## src/rtl/fetch_pc_unit.sv

```systemverilog
// Program counter owner and IF/ID register: fetch handshake, redirects, bubbles, stall buffering.
// Optional BRANCH_DELAY_SLOT_EN: if_flush is ignored on redirect so the delay-slot instruction is kept.
//
// state | meaning
// BOOT  | first cycle after reset, no fetch issued
// FETCH | request outstanding at pc
// HOLD  | fetched word parked in buffer while ID is stalled
// DRAIN | waiting out an abandoned fetch before jumping to redir_pc
module fetch_pc_unit #(
    parameter logic [31:0] RESET_PC  = 32'h0000_0000,
    parameter logic [31:0] NOP_INSTR = 32'h0000_0000
) (
    input  logic        clk,
    input  logic        rst,
    input  logic [1:0]  pc_src,
    input  logic        if_flush,
    input  logic [31:0] br_target,
    input  logic [31:0] j_target,
    input  logic [31:0] jr_target,
    input  logic        id_stall,
    output logic        imem_req,
    output logic [31:0] imem_addr,
    input  logic        imem_ready,
    input  logic [31:0] imem_rdata,
    output logic [31:0] pc,
    output logic [31:0] if_id_instr,
    output logic [31:0] if_id_pc4,
    output logic        if_id_valid
);

    typedef enum logic [1:0] {BOOT, FETCH, HOLD, DRAIN} state_t;

    state_t      state_q, state_d;
    logic [31:0] pc_q, pc_d;
    logic [31:0] redir_pc_q, redir_pc_d;
    logic [31:0] buf_instr_q, buf_instr_d;
    logic [31:0] buf_pc4_q, buf_pc4_d;
    logic [31:0] ifid_instr_q, ifid_instr_d;
    logic [31:0] ifid_pc4_q, ifid_pc4_d;
    logic        ifid_valid_q, ifid_valid_d;

    logic        redir;
    logic        redir_flush;
    logic [31:0] target;
    logic [31:0] pc_plus4;
    logic        bubble;
    logic        load_mem;
    logic        load_buf;

    assign redir    = (pc_src != 2'b00) && !id_stall;
    assign pc_plus4 = pc_q + 32'd4;

`ifdef BRANCH_DELAY_SLOT_EN
    assign redir_flush = 1'b0;
`else
    assign redir_flush = if_flush;
`endif

    always_comb begin
        target = pc_plus4;
        case (pc_src)
            2'b01:   target = j_target;
            2'b10:   target = br_target;
            2'b11:   target = jr_target;
            default: target = pc_plus4;
        endcase
    end

    always_comb begin
        state_d      = state_q;
        pc_d         = pc_q;
        redir_pc_d   = redir_pc_q;
        buf_instr_d  = buf_instr_q;
        buf_pc4_d    = buf_pc4_q;
        ifid_instr_d = ifid_instr_q;
        ifid_pc4_d   = ifid_pc4_q;
        ifid_valid_d = ifid_valid_q;
        bubble       = 1'b0;
        load_mem     = 1'b0;
        load_buf     = 1'b0;

        case (state_q)
            BOOT: begin
                state_d = FETCH;
                bubble  = !id_stall;
            end
            FETCH: begin
                if (imem_ready) begin
                    if (redir) begin
                        pc_d = target;
                        if (redir_flush) bubble = 1'b1;
                        else             load_mem = 1'b1;
                    end else if (!id_stall) begin
                        pc_d = pc_plus4;
                        if (if_flush) bubble = 1'b1;
                        else          load_mem = 1'b1;
                    end else begin
                        buf_instr_d = imem_rdata;
                        buf_pc4_d   = pc_plus4;
                        state_d     = HOLD;
                    end
                end else if (redir) begin
                    redir_pc_d = target;
                    bubble     = 1'b1;
                    state_d    = DRAIN;
                end else begin
                    bubble = !id_stall;
                end
            end
            HOLD: begin
                if (!id_stall) begin
                    state_d = FETCH;
                    if (redir) begin
                        pc_d = target;
                        if (redir_flush) bubble = 1'b1;
                        else             load_buf = 1'b1;
                    end else begin
                        pc_d     = pc_plus4;
                        load_buf = 1'b1;
                    end
                end
            end
            DRAIN: begin
                bubble = !id_stall;
                if (redir) redir_pc_d = target;
                // A redirect arriving on the completing cycle is the latest one, so it wins.
                if (imem_ready) begin
                    pc_d    = redir ? target : redir_pc_q;
                    state_d = FETCH;
                end
            end
            default: state_d = BOOT;
        endcase

        if (load_mem) begin
            ifid_instr_d = imem_rdata;
            ifid_pc4_d   = pc_plus4;
            ifid_valid_d = 1'b1;
        end else if (load_buf) begin
            ifid_instr_d = buf_instr_q;
            ifid_pc4_d   = buf_pc4_q;
            ifid_valid_d = 1'b1;
        end else if (bubble) begin
            ifid_instr_d = NOP_INSTR;
            ifid_valid_d = 1'b0;
        end
    end

    always_ff @(posedge clk) begin
        if (rst) begin
            state_q      <= BOOT;
            pc_q         <= RESET_PC;
            redir_pc_q   <= 32'h0;
            buf_instr_q  <= 32'h0;
            buf_pc4_q    <= 32'h0;
            ifid_instr_q <= NOP_INSTR;
            ifid_pc4_q   <= 32'h0;
            ifid_valid_q <= 1'b0;
        end else begin
            state_q      <= state_d;
            pc_q         <= pc_d;
            redir_pc_q   <= redir_pc_d;
            buf_instr_q  <= buf_instr_d;
            buf_pc4_q    <= buf_pc4_d;
            ifid_instr_q <= ifid_instr_d;
            ifid_pc4_q   <= ifid_pc4_d;
            ifid_valid_q <= ifid_valid_d;
        end
    end

    // Request is suppressed while reset is applied so an in-flight fetch is abandoned at once.
    assign imem_req    = !rst && ((state_q == FETCH) || (state_q == DRAIN));
    assign imem_addr   = pc_q;
    assign pc          = pc_q;
    assign if_id_instr = ifid_instr_q;
    assign if_id_pc4   = ifid_pc4_q;
    assign if_id_valid = ifid_valid_q;

endmodule

```

## config.mk

```make
export PLATFORM = sky130hd
export DESIGN_NAME = fetch_pc_unit
export DESIGN_NICKNAME = d
export VERILOG_FILES = /design/src/rtl/fetch_pc_unit.sv
export SDC_FILE = /design/constraint.sdc
export NUM_CORES = 1
export LEC_CHECK = 0
export ABC_AREA = 1
export BUFFER_PORTS_ARGS = -buffer_cell sky130_fd_sc_hd__buf_4
export CAP_MARGIN = 40
export CORE_MARGIN = 2
export CORE_UTILIZATION = 48
export DETAILED_ROUTE_END_ITERATION = 8
export PLACE_DENSITY = 0.74
export SYNTH_ARGS = -nofsm -noshare
export SYNTH_HDL_FRONTEND = slang
export SYNTH_SLANG_ARGS = --single-unit
```

## constraint.sdc

```tcl
create_clock -name clk -period 1.9 [get_ports clk]
set_clock_uncertainty 0.1 [all_clocks]
set_input_delay 0.19 -clock clk [delete_from_list [all_inputs] [get_ports clk]]
set_output_delay 0.19 -clock clk [all_outputs]
set_load 0.1 [all_outputs]
```

==> results.yml <==
cells_and_area:
  num-fill-cells: 1738
  layout.cells.most_common_list: "sky130_fd_sc_hd__nand2_1, sky130_fd_sc_hd__buf_4, sky130_fd_sc_hd__nor2_1, sky130_fd_sc_hd__dfxtp_1, sky130_fd_sc_hd__o21ai_0"
  final_common_cell: "sky130_fd_sc_hd__nand2_1"
  final_core_util: 0.671
  drive_gt1_frac: 0.258
  antenna_cells: 0
  areaGrowthSynthToFinish_pct: 37.2
  num-nets-final: 1882
worst_setup_path:
  cell_family_contributing_the_most_delay_on_the_critical_path: "buffers and inverters"
  critical_path.reg2reg.startpoint: "state_q[0]"
  crit_top_cell: "sky130_fd_sc_hd__inv_1"
  worst_path_max_delay_cell: "sky130_fd_sc_hd__dfxtp_4"
  worstSetupEndpointType: "flop"
  required_ps: 2120
  startpoint_class: "flop"
  ff2ff_path_depth: 7
  setup.reg_to_reg.worst_slack_ps: -30
  timing_worst_setup_path_type: "reg -> reg"
  worst_ep_arrival_time_ps: 2160
  cpPeakStageDelay_ps: 390
  timing.critical_path.from: "state_q[0]"
  wp_buf_inv: 3
  worst_r2r_endpoint: "redir_pc_q[13]"
  worst-path-max-fanout: 27
  timing.critical_path.cells: "ha_1, inv_1, o21ai_0, inv_1, buf_6, nor3_1, nor2_1"
global_route:
  grt_first_pass_wirelength_um: 50200
  grt_usage: 0.285
  first_global_vias: 9874
  antenna_violations_before_repair: 0
  grt_overflow_total: 0
  grt_start_max_net_pins: 81
drt:
  detail_route.drc_violations: 0
  routed-via-count: 10856
  detail_route.first_pass.iterations: 6
  drtAntennaViolNets: 0
  drtIter0Drc: 810
  wire_length_reported_by_the_detailed_router_um: 32500
  detail_route.wl_per_cell_um: 16.0
  route.detailed.vias_per_inst: 5.36
logic_synthesis:
  synthesis.instances: 1479
  postSynth.topFlopCell: "sky130_fd_sc_hd__dfxtp_1"
  synth-edff-count: 0
  synth_sequential_area_ratio: 0.395
  mappedNetlistNets: 1619
  yosys_warnings: 0
  postSynth.asyncResetShare: 0
  syn-mean-instance-area_sq_um: 6.69
  postSynthRegisterBits: 195
  yosys.cell_types.count: 35
  netlist_area_sq_um: 9890
floorplanning:
  placementRows: 52
  die_y_um: 148
  die_area_sq_um: 21800
  floorplan.die.width_um: 148
  io_pins: 265
  initial_utilization: 0.489
  fp.coreArea_sq_um: 20200
placed_design:
  dp_hpwl_um: 21800
  io_buffer_count: 264
  routabilityCongestion: 0.921
power:
  switching_share: 0.524
  intPower_uw: 9090
  power.switching_uw: 9990
  power_frac_comb: 0.516
  power.static_leakage_uw: 0.00613
  power_per_cell_area_nw_per_um2: 1410
  vdd.ir_drop.worst_uv: 2160
  share_clk_of_total_power: 0.193
  seq_power_share: 0.291
timing:
  maxSlewHeadroom: 0.674
  final-setup-viol-count: 4
  period_share: 1.02
  fin_worst_hold_slack_ps: 12.8
  timing.final.crit_period_ps: 1930
  timing_hold_violations_final: 0
  timing_worst_slew_pin_value_ps: 489
  setup_slack_ps: -34.7
  slew_viol_final: 0
  timing.fmax_ghz: 0.517
clock_network:
  clock-sinks: 195
  cts-root-to-sink-buffers: 2
  cts.root.buffer_cell: "sky130_fd_sc_hd__clkbuf_16"
  clock_tree_from_tritoncts: "yes"
  clkSlewWorstSetupHoldPaths_ps: 80
  cts_buffers: 17
  clock_tree.htree_level_count: 4
  insertion_delay_ps: 450
run:
  max_cap_violations: 0
min_path:
  hp-class: "in -> reg"
  worstHoldStart: "jr_target[4]"
  min_delay_path_depth: 5
  hold_path_end: "redir_pc_q[4]"
outcome:
  violated_checks: "setup timing"
  outcome: "finished, violations left"
how the worst max path moves through the flow:
| stage | to | slack [ps] | cells after the start |
|---|---|---|---|
| finish | redir_pc_q[13] | -30 | 7 |
| global route | redir_pc_q[3] | -140 | 7 |
| floorplan | imem_req | -30 | 4 |
| CTS | imem_req | -80 | 6 |
| detailed placement | if_id_instr[2] | -130 | 9 |
| global placement | if_id_instr[18] | -80 | 9 |
power groups by stage:
| stage | registers [uW] | logic [uW] | clock network [uW] |
|---|---|---|---|
| 6_report | 5560 | 9840 | 3680 |
| 5_1_grt | 5640 | 10300 | 3920 |
| 4_1_cts | 5500 | 9490 | 3720 |
| 3_5_place_dp | 5590 | 9330 | 0 |
| 3_3_place_gp | 5570 | 9290 | 0 |
| 2_1_floorplan | 7710 | 4910 | 0 |
cell families (layout without fill, tap and decap cells):
kind of cell | count (synthesis) | after routing | share of synthesized area
flip-flops | 195 | 195 | 0.395
buffers and inverters | 220 | 495 | 0.102
AND/OR/NAND/NOR | 732 | 733 | 0.307
AO/OA/AOI/OAI | 313 | 313 | 0.177
adder cells (fa/ha/maj) | 5 | 5 | 0.00632
XOR/XNOR | 14 | 14 | 0.0124
cells in the mapped netlist (3+ instances only):
master	n	area, sq um
sky130_fd_sc_hd__o21a_1	3	22.5
sky130_fd_sc_hd__dfxtp_1	195	3900
sky130_fd_sc_hd__a31oi_1	8	50.1
sky130_fd_sc_hd__a21boi_1	20	150
sky130_fd_sc_hd__nand3b_1	4	30.0
sky130_fd_sc_hd__a21oi_2	4	35.0
sky130_fd_sc_hd__o21ai_0	132	661
sky130_fd_sc_hd__nor2_1	174	653
sky130_fd_sc_hd__o21bai_1	20	150
sky130_fd_sc_hd__buf_1	6	22.5
sky130_fd_sc_hd__o211ai_1	4	30.0
sky130_fd_sc_hd__buf_2	36	180
sky130_fd_sc_hd__a21boi_0	12	90.1
sky130_fd_sc_hd__buf_4	37	278
sky130_fd_sc_hd__xor2_1	10	87.6
sky130_fd_sc_hd__ha_1	5	62.6
sky130_fd_sc_hd__nor2_4	5	56.3
sky130_fd_sc_hd__inv_1	91	342
sky130_fd_sc_hd__xnor2_1	4	35.0
sky130_fd_sc_hd__nor3_1	32	160
sky130_fd_sc_hd__a21oi_1	105	526
sky130_fd_sc_hd__and2_1	3	18.8
sky130_fd_sc_hd__nand2_1	391	1470
sky130_fd_sc_hd__clkbuf_1	47	176
sky130_fd_sc_hd__nand3_1	115	576
through the flow:
step	setup WS, ps	power, uW	cell area, sq um	setup TNS (ps)	instances
floorplan	-27.0	12600	9940	-27.0	1479
global placement	-77.9	14900	12300	-2250	1951
finish	-34.7	19100	13600	-46.5	2025
detailed placement	-126	14900	12300	-3400	1951
global route	-144	19800	13600	-3050	2025
CTS	-84.9	18700	13300	-84.9	2019
cell type report:
type / instances / area [sq um] / area share
multi-input combinational: 1065 / 5140 / 0.379
inverter: 94 / 360 / 0.0265
clock buffer: 18 / 439 / 0.0324
tap: 270 / 338 / 0.0249
timing repair buffer: 369 / 3160 / 0.233
clock inverter: 14 / 176 / 0.0130
sequential: 195 / 3950 / 0.291
tightest hold or removal path: stages:
cell	delay, ps
sky130_fd_sc_hd__buf_4	80
sky130_fd_sc_hd__nand2_1	40
sky130_fd_sc_hd__nand3_1	90
sky130_fd_sc_hd__nor3_1	50
sky130_fd_sc_hd__nor2_1	70
metal layers:
metal / GRT usage / vias to the layer above / routed length [um]
li1: - / 5289 / -
met4: 0.0966 / 0 / 571
met2: 0.473 / 521 / 15600
met1: 0.380 / 5005 / 13600
met5: 0 / - / 0
met3: 0.0441 / 41 / 2700
flip-flops by register name, summed over array words and instances (netlist names):
name	count
state_q	2
buf_instr_q	32
imem_addr	32
redir_pc_q	32
if_id_instr	32
buf_pc4_q	32
if_id_valid	1
if_id_pc4	32
what timing repair did:
item	in CTS	in global routing
pin swaps	2	10
gates resized for setup	7	46
hold buffers	34	0
endpoints found under the hold margin	34	0
buffers inserted	1	3
endpoints found under the setup margin	40	139
cloned	1	4
No activity file was read; power rests on OpenSTA's default activity.
